--- src/rtl/dna_emu_pkg.sv ---
// Shared constants and state type for the soft DNA_PORT responder.
package dna_emu_pkg;

  localparam int unsigned DNA_WIDTH = 57;
  localparam int unsigned CNT_W     = 6;

  localparam logic [CNT_W-1:0] CNT_MAX  = CNT_W'((1 << CNT_W) - 1);
  localparam logic [CNT_W-1:0] CNT_LAST = CNT_W'(DNA_WIDTH - 1);

  typedef enum logic [1:0] {
    EMPTY,
    LOADED,
    SHIFTING,
    DRAINED_ST
  } dna_state_t;

endpackage

--- src/rtl/dna_port_emu.sv ---
// Soft DNA_PORT responder: loads a 57-bit DNA image on READ and shifts it
// out MSB-first on o_dout, with DIN entering at the LSB.
// Optional feature macro: DNA_EMU_WRITE_EN adds a valid/ready write port
// that updates a shadow copy of the image used by the next READ.
module dna_port_emu
  import dna_emu_pkg::*;
#(
  parameter logic [DNA_WIDTH-1:0] DNA_VALUE = '0
) (
  input  logic                 i_clk,
  input  logic                 i_rst,
  input  logic                 i_read,
  input  logic                 i_shift,
  input  logic                 i_din,
`ifdef DNA_EMU_WRITE_EN
  input  logic                 i_wr_valid,
  output logic                 o_wr_ready,
  input  logic [DNA_WIDTH-1:0] i_wr_data,
`endif
  output logic                 o_dout,
  output logic                 o_loaded,
  output logic                 o_drained,
  output logic [CNT_W-1:0]     o_shift_cnt
);

  dna_state_t           r_state;
  dna_state_t           w_state_nxt;
  logic [DNA_WIDTH-1:0] r_sr;
  logic [DNA_WIDTH-1:0] w_sr_nxt;
  logic [DNA_WIDTH-1:0] w_image;
  logic [CNT_W-1:0]     r_cnt;
  logic [CNT_W-1:0]     w_cnt_nxt;
  logic                 r_loaded;
  logic                 w_loaded_nxt;
  logic                 r_drained;
  logic                 w_drained_nxt;

`ifdef DNA_EMU_WRITE_EN
  logic [DNA_WIDTH-1:0] r_shadow;
  logic [DNA_WIDTH-1:0] w_shadow_nxt;
  logic                 r_wr_ready;
  logic                 w_wr_ready_nxt;

  assign w_image = r_shadow;
`else
  assign w_image = DNA_VALUE;
`endif

  // Next-state, shift-register, counter and flag update; READ has priority over SHIFT.
  always_comb begin
    w_state_nxt   = r_state;
    w_sr_nxt      = r_sr;
    w_cnt_nxt     = r_cnt;
    w_loaded_nxt  = r_loaded;
    w_drained_nxt = r_drained;
    if (i_read) begin
      w_sr_nxt      = w_image;
      w_cnt_nxt     = '0;
      w_drained_nxt = 1'b0;
      w_loaded_nxt  = 1'b1;
      w_state_nxt   = LOADED;
    end else if (i_shift) begin
      w_sr_nxt = {r_sr[DNA_WIDTH-2:0], i_din};
      if (r_cnt != CNT_MAX) begin
        w_cnt_nxt = r_cnt + CNT_W'(1);
      end
      if (r_cnt == CNT_LAST) begin
        w_drained_nxt = 1'b1;
      end
      case (r_state)
        LOADED:   w_state_nxt = SHIFTING;
        SHIFTING: if (r_cnt == CNT_LAST) w_state_nxt = DRAINED_ST;
        default:  w_state_nxt = r_state;
      endcase
    end
`ifdef DNA_EMU_WRITE_EN
    // The shadow write never disturbs sr; READ in the same cycle sees the old shadow.
    w_shadow_nxt   = r_shadow;
    if (i_wr_valid && r_wr_ready) begin
      w_shadow_nxt = i_wr_data;
    end
    w_wr_ready_nxt = (w_state_nxt != SHIFTING);
`endif
  end

  // State and datapath registers with synchronous active-high reset.
  always_ff @(posedge i_clk) begin
    if (i_rst) begin
      r_state   <= EMPTY;
      r_sr      <= '0;
      r_cnt     <= '0;
      r_loaded  <= 1'b0;
      r_drained <= 1'b0;
`ifdef DNA_EMU_WRITE_EN
      r_shadow   <= DNA_VALUE;
      r_wr_ready <= 1'b1;
`endif
    end else begin
      r_state   <= w_state_nxt;
      r_sr      <= w_sr_nxt;
      r_cnt     <= w_cnt_nxt;
      r_loaded  <= w_loaded_nxt;
      r_drained <= w_drained_nxt;
`ifdef DNA_EMU_WRITE_EN
      r_shadow   <= w_shadow_nxt;
      r_wr_ready <= w_wr_ready_nxt;
`endif
    end
  end

  assign o_dout      = r_sr[DNA_WIDTH-1];
  assign o_loaded    = r_loaded;
  assign o_drained   = r_drained;
  assign o_shift_cnt = r_cnt;
`ifdef DNA_EMU_WRITE_EN
  assign o_wr_ready  = r_wr_ready;
`endif

endmodule

--- config.mk ---
export PLATFORM = sky130hd
export DESIGN_NAME = dna_port_emu
export DESIGN_NICKNAME = d
export VERILOG_FILES = /design/src/rtl/dna_emu_pkg.sv /design/src/rtl/dna_port_emu.sv
export SDC_FILE = /design/constraint.sdc
export NUM_CORES = 1
export LEC_CHECK = 0
export BUFFER_PORTS_ARGS = -buffer_cell sky130_fd_sc_hd__buf_2
export CAP_MARGIN = 30
export CORE_ASPECT_RATIO = 1.1
export CORE_MARGIN = 2
export CORE_UTILIZATION = 45
export CTS_CLUSTER_DIAMETER = 40
export DETAILED_ROUTE_END_ITERATION = 7
export PLACE_DENSITY = 0.65
export SLEW_MARGIN = 10
export SYNTH_ARGS = -nofsm -noshare
export SYNTH_HDL_FRONTEND = slang
export SYNTH_SLANG_ARGS = --single-unit
--- constraint.sdc ---
create_clock -name i_clk -period 1.15 [get_ports i_clk]
set_clock_uncertainty 0.1 [all_clocks]
set_input_delay 0.2875 -clock i_clk [delete_from_list [all_inputs] [get_ports i_clk]]
set_output_delay 0.2875 -clock i_clk [all_outputs]
set_load 0.05 [all_outputs]
# After elaboration in Yosys (flattened, before gate mapping)
# Cells that the tools add are included.
[word_totals] register_bits=65 in_bits=5 out_inout_bits=9
[op_classes] n_addsub=1 eq_ne=2 n_reduce_logical=3
[ops] cell="$add 6x1->6 const B" n=1
[ops] cell="$eq 6x6->1 const B" n=1
[ops] cell="$ne 6x6->1 const B" n=1
[ops] cell="$reduce_and 2->1" n=2
[ops] cell="$reduce_or 2->1" n=1

# Longest topological paths before layout
[depth] depth_word=2 ltp_mapped=5 ltp_nobuf=5

# Least setup slack after synthesis
# No wires, ideal clock.
[synth_timing] path_kind="register to register" startpoint="register r_cnt[0] (netlist: o_shift_cnt[0])" endpoint="register r_cnt[5] (netlist: o_shift_cnt[5])" arrival_ns=1.466 required_time_ns=0.970 slack_ns=-0.496 path_stages_with_launch=5 n_path_buf=0 cell_sequence="dfxtp_1 ha_1 nand2_1 and4_1 a211oi_2"
[synth_via] elab_chain_cells=2
[synth_rtl] element="from (decl)" line="dna_port_emu.sv:31" text="logic [CNT_W-1:0] r_cnt;"
[synth_rtl] element="from (signal assigned)" line="dna_port_emu.sv:101" text="r_cnt <= w_cnt_nxt;"
[synth_rtl] element="parallel branches: the longest is 2 deep, another holds $add 6x1->6"
# Parallel ways; which one is timed is not known.
# A chain may end at the register's enable or synchronous reset.

# Worst setup path after layout
[layout_timing] startpoint="register r_cnt[0] (netlist: o_shift_cnt[0])" endpoint="output o_shift_cnt[0]"
[layout_rtl] element="to (decl)" line="dna_port_emu.sv:23" text="output logic [CNT_W-1:0] o_shift_cnt"
# No word-level cell between the ends.

==> metrics.json <==
{
  "outcome": {"value": "finished, violations left"},
  "failed_checks": {"value": "negative setup slack"},
  "critical_path.startpoint": {"value": "o_shift_cnt[0]$_SDFFE_PP0P_"},
  "timing.final.hold_violations": {"value": 0},
  "tightest_slew": {"value": 0.244, "unit": "ns"},
  "leakagePower": {"value": 1.25, "unit": "nW"},
  "grt_start_max_net_pins": {"value": 28},
  "grt_setup_unrepaired": {"value": "yes"},
  "via_count": {"value": 1536},
  "setup_slack": {"value": -0.109, "unit": "ns"},
  "grt_overflow": {"value": 0},
  "max-slew-margin-rel": {"value": 83.8, "unit": "%"},
  "post-route-cell-area": {"value": 0.00295, "unit": "mm2"},
  "cp_num_buf_inv": {"value": 1},
  "required": {"value": 0.76, "unit": "ns"},
  "post_synth.cell_area_avg": {"value": 10.7, "unit": "um2"},
  "cts.clk_slew.worst_paths": {"value": 0.08, "unit": "ns"},
  "detail_route.vias_per_cell": {"value": 4.88},
  "floorplan.initialDensity": {"value": 47.4, "unit": "%"},
  "crit_slowest_cell": {"value": "dfxtp_4"},
  "core-area": {"value": 0.00507, "unit": "mm2"},
  "antenna_found_initial": {"value": 0},
  "flow.area_growth_from_synthesis": {"value": 22.8, "unit": "%"},
  "final_cell_mix": {"value": "nor2_1, mux2i_1, dfxtp_1"},
  "max_cap_viol_count": {"value": 0},
  "postSynthCellCount": {"value": 225},
  "cts_made_buffers": {"value": 9},
  "combinationalPowerShare": {"value": 5.0, "unit": "%"},
  "grt_use_total": {"value": 13.1, "unit": "%"},
  "pwr-share-seq": {"value": 51.0, "unit": "%"},
  "synth.yosys.seq_area_share": {"value": 54.2, "unit": "%"},
  "clock_path_buffers": {"value": 2},
  "number_of_buffers_inserted_by_hold_repair_at_cts": {"value": 0},
  "final_cell_count_no_fill": {"value": 315},
  "cts_root_buffer": {"value": "clkbuf_8"},
  "crit_type": {"value": "reg2out"},
  "dr.first_iter.drc_count": {"value": 66},
  "switching_power": {"value": 1.01, "unit": "mW"},
  "insertedDiodeCount": {"value": 0},
  "critical_path.top_delay_family": {"value": "flip-flops"},
  "tritoncts": {"value": "yes"},
  "dr.pass1.iters": {"value": 2},
  "synth_largest_type_area_fraction": {"value": 54.2, "unit": "%"},
  "place.detailed.hpwl": {"value": 2190, "unit": "um"},
  "h-tree-depth": {"value": 3},
  "critical_path_at": {"value": 0.87, "unit": "ns"},
  "portBuffers": {"value": 13},
  "final_nets": {"value": 259},
  "mostFrequentLayoutCell": {"value": "nor2_1"},
  "slowest_delay": {"value": 0.39, "unit": "ns"},
  "die_h": {"value": 80.6, "unit": "um"},
  "min_period_over_period": {"value": 109, "unit": "%"},
  "clockPowerShare": {"value": 44.0, "unit": "%"},
  "syn-num-nets": {"value": 232},
  "yosys_register_bits": {"value": 65},
  "reg2reg_setup_slack": {"value": -0.06, "unit": "ns"},
  "worst-path-max-fanout": {"value": 5},
  "cts_sinks": {"value": 65},
  "slew_viol_final": {"value": 0},
  "worst_hold_slack": {"value": 0.0930, "unit": "ns"},
  "io_pins": {"value": 14},
  "antenna_violation_net_count_after_detailed_routing": {"value": 0},
  "place_congestion": {"value": 0.777},
  "hold_path_class": {"value": "in2reg"},
  "switching_share": {"value": 22.8, "unit": "%"},
  "n_fill_cell": {"value": 446},
  "synth_area": {"value": 0.00240, "unit": "mm2"},
  "die_area": {"value": 0.00594, "unit": "mm2"},
  "yosys-top-cells-area": {"value": "dfxtp_1, mux2i_1, nor2_1"},
  "dpl_cell_area": {"value": 0.00261, "unit": "mm2"},
  "yosysWarningCount": {"value": 0},
  "synth.largest_area_cell": {"value": "dfxtp_1"},
  "place_inst": {"value": 295},
  "cp_cell_sequence": {"value": "buf_8"},
  "clkLatencyLatePin": {"value": 0.33, "unit": "ns"},
  "critical_path.reg2reg.startpoint": {"value": "o_shift_cnt[0]$_SDFFE_PP0P_"},
  "die_w": {"value": 73.6, "unit": "um"},
  "floorplan.rows": {"value": 27},
  "critical_path.startpoint_type": {"value": "flip-flop"},
  "grt_pass1_wl": {"value": 5930, "unit": "um"},
  "detail_route.drc_violations": {"value": 0},
  "p_int": {"value": 3.41, "unit": "mW"},
  "end_kind": {"value": "output port"},
  "vdd_ir_drop_max": {"value": 0.000999, "unit": "V"},
  "routed_wl": {"value": 3540, "unit": "um"},
  "synthDistinctLibCells": {"value": 25},
  "grt_pass1_vias": {"value": 1431},
  "fin_crit": {"value": 1.26, "unit": "ns"},
  "highest_achievable_clock_rate": {"value": 0.794, "unit": "GHz"},
  "setup_viol_count_final": {"value": 11},
  "power_per_cell_area": {"value": 1500, "unit": "mW/mm2"},
  "final_layout_size_suffix_gt1_share": {"value": 24.9, "unit": "%"},
  "timing.hold.worst.start": {"value": "i_din"},
  "detail_route.wl_per_cell": {"value": 11.2, "unit": "um"}
}
==> flip-flops by register name (all words and copies together) (netlist names) <==
signal,flops
o_drained,1
o_shift_cnt,6
o_loaded,1
r_sr,57
==> cell families after synthesis <==
| kind of cell | count (synthesis) | synth area share [%] |
|---|---|---|
| fa+ha+maj | 2 | 1.04 |
| mux | 58 | 24.2 |
| buf+inv | 17 | 4.27 |
| flops | 65 | 54.2 |
| compound gates | 10 | 3.54 |
| simple gates | 73 | 12.8 |
==> final timing paths <==
kind	to	depth (start not counted)
worst max-delay path	o_shift_cnt[0]	1
worst min-delay path	r_sr[0]$_SDFFE_PP0P_	3
worst max register to register	o_shift_cnt[1]$_SDFFE_PP0P_	4
worst min register to register	o_drained$_SDFFE_PP0P_	1
==> through the flow <==
stage | setup TNS, ns | utilization (%) | setup slack [ns] | power [mW]
2_1_floorplan | -0.204 | - | -0.0666 | 2.46
3_3_place_gp | -5.19 | 51.5 | -0.115 | 2.52
3_5_place_dp | -5.72 | 51.5 | -0.127 | 2.52
4_1_cts | -0.965 | 57.7 | -0.134 | 4.48
5_1_grt | -1.39 | 58.2 | -0.143 | 4.57
6_report | -0.831 | 58.2 | -0.109 | 4.42
==> area by class of cell <==
type / count / area, um2 / share of cell area (%)
flip-flops and latches: 65 / 1330 / 45.0
inverters: 3 / 11.3 / 0.382
multi-input cells: 143 / 1030 / 34.8
repair buffers: 30 / 307 / 10.4
clock buffers: 10 / 138 / 4.67
well taps: 58 / 72.6 / 2.46
clock inverters: 6 / 66.3 / 2.25
==> Yosys cell counts (all sizes together) <==
cell type	count
buf	14
nor3	3
nand2	4
nand3	1
or2	1
o21a	2
o211a	1
a31oi	1
o2111ai	1
nand4	1
inv	3
a211oi	2
nor2	60
o31ai	1
dfxtp	65
o211ai	1
and4	3
a21oi	1
ha	2
mux2i	58
==> what timing repair did <==
item	CTS	global route
endpoints found under the setup margin	12	14
pin swaps	1	6
gates resized for setup	28	4
buffers inserted	3	1
==> per-layer routing <==
layer  share of wire, %  vias to the layer above  global-route usage (%)  routed length [um]
met5                  0                        -                       0                   0
met4                1.6                        0                    8.18                  58
met3                2.6                        7                    4.14                  93
met2                 46                       17                    20.4                1630
met1                 50                      702                    15.5                1760
li1                   -                      810                       -                   -
==> power by group through the flow <==
stage	clock, mW	combinational, mW	sequential (mW)
2_1_floorplan	0	0.146	2.32
3_3_place_gp	0	0.214	2.30
5_1_grt	2.08	0.239	2.25
6_report	1.94	0.223	2.25
4_1_cts	2.00	0.223	2.25
3_5_place_dp	0	0.215	2.30
Note: power is estimated with default switching activity, not from simulation.
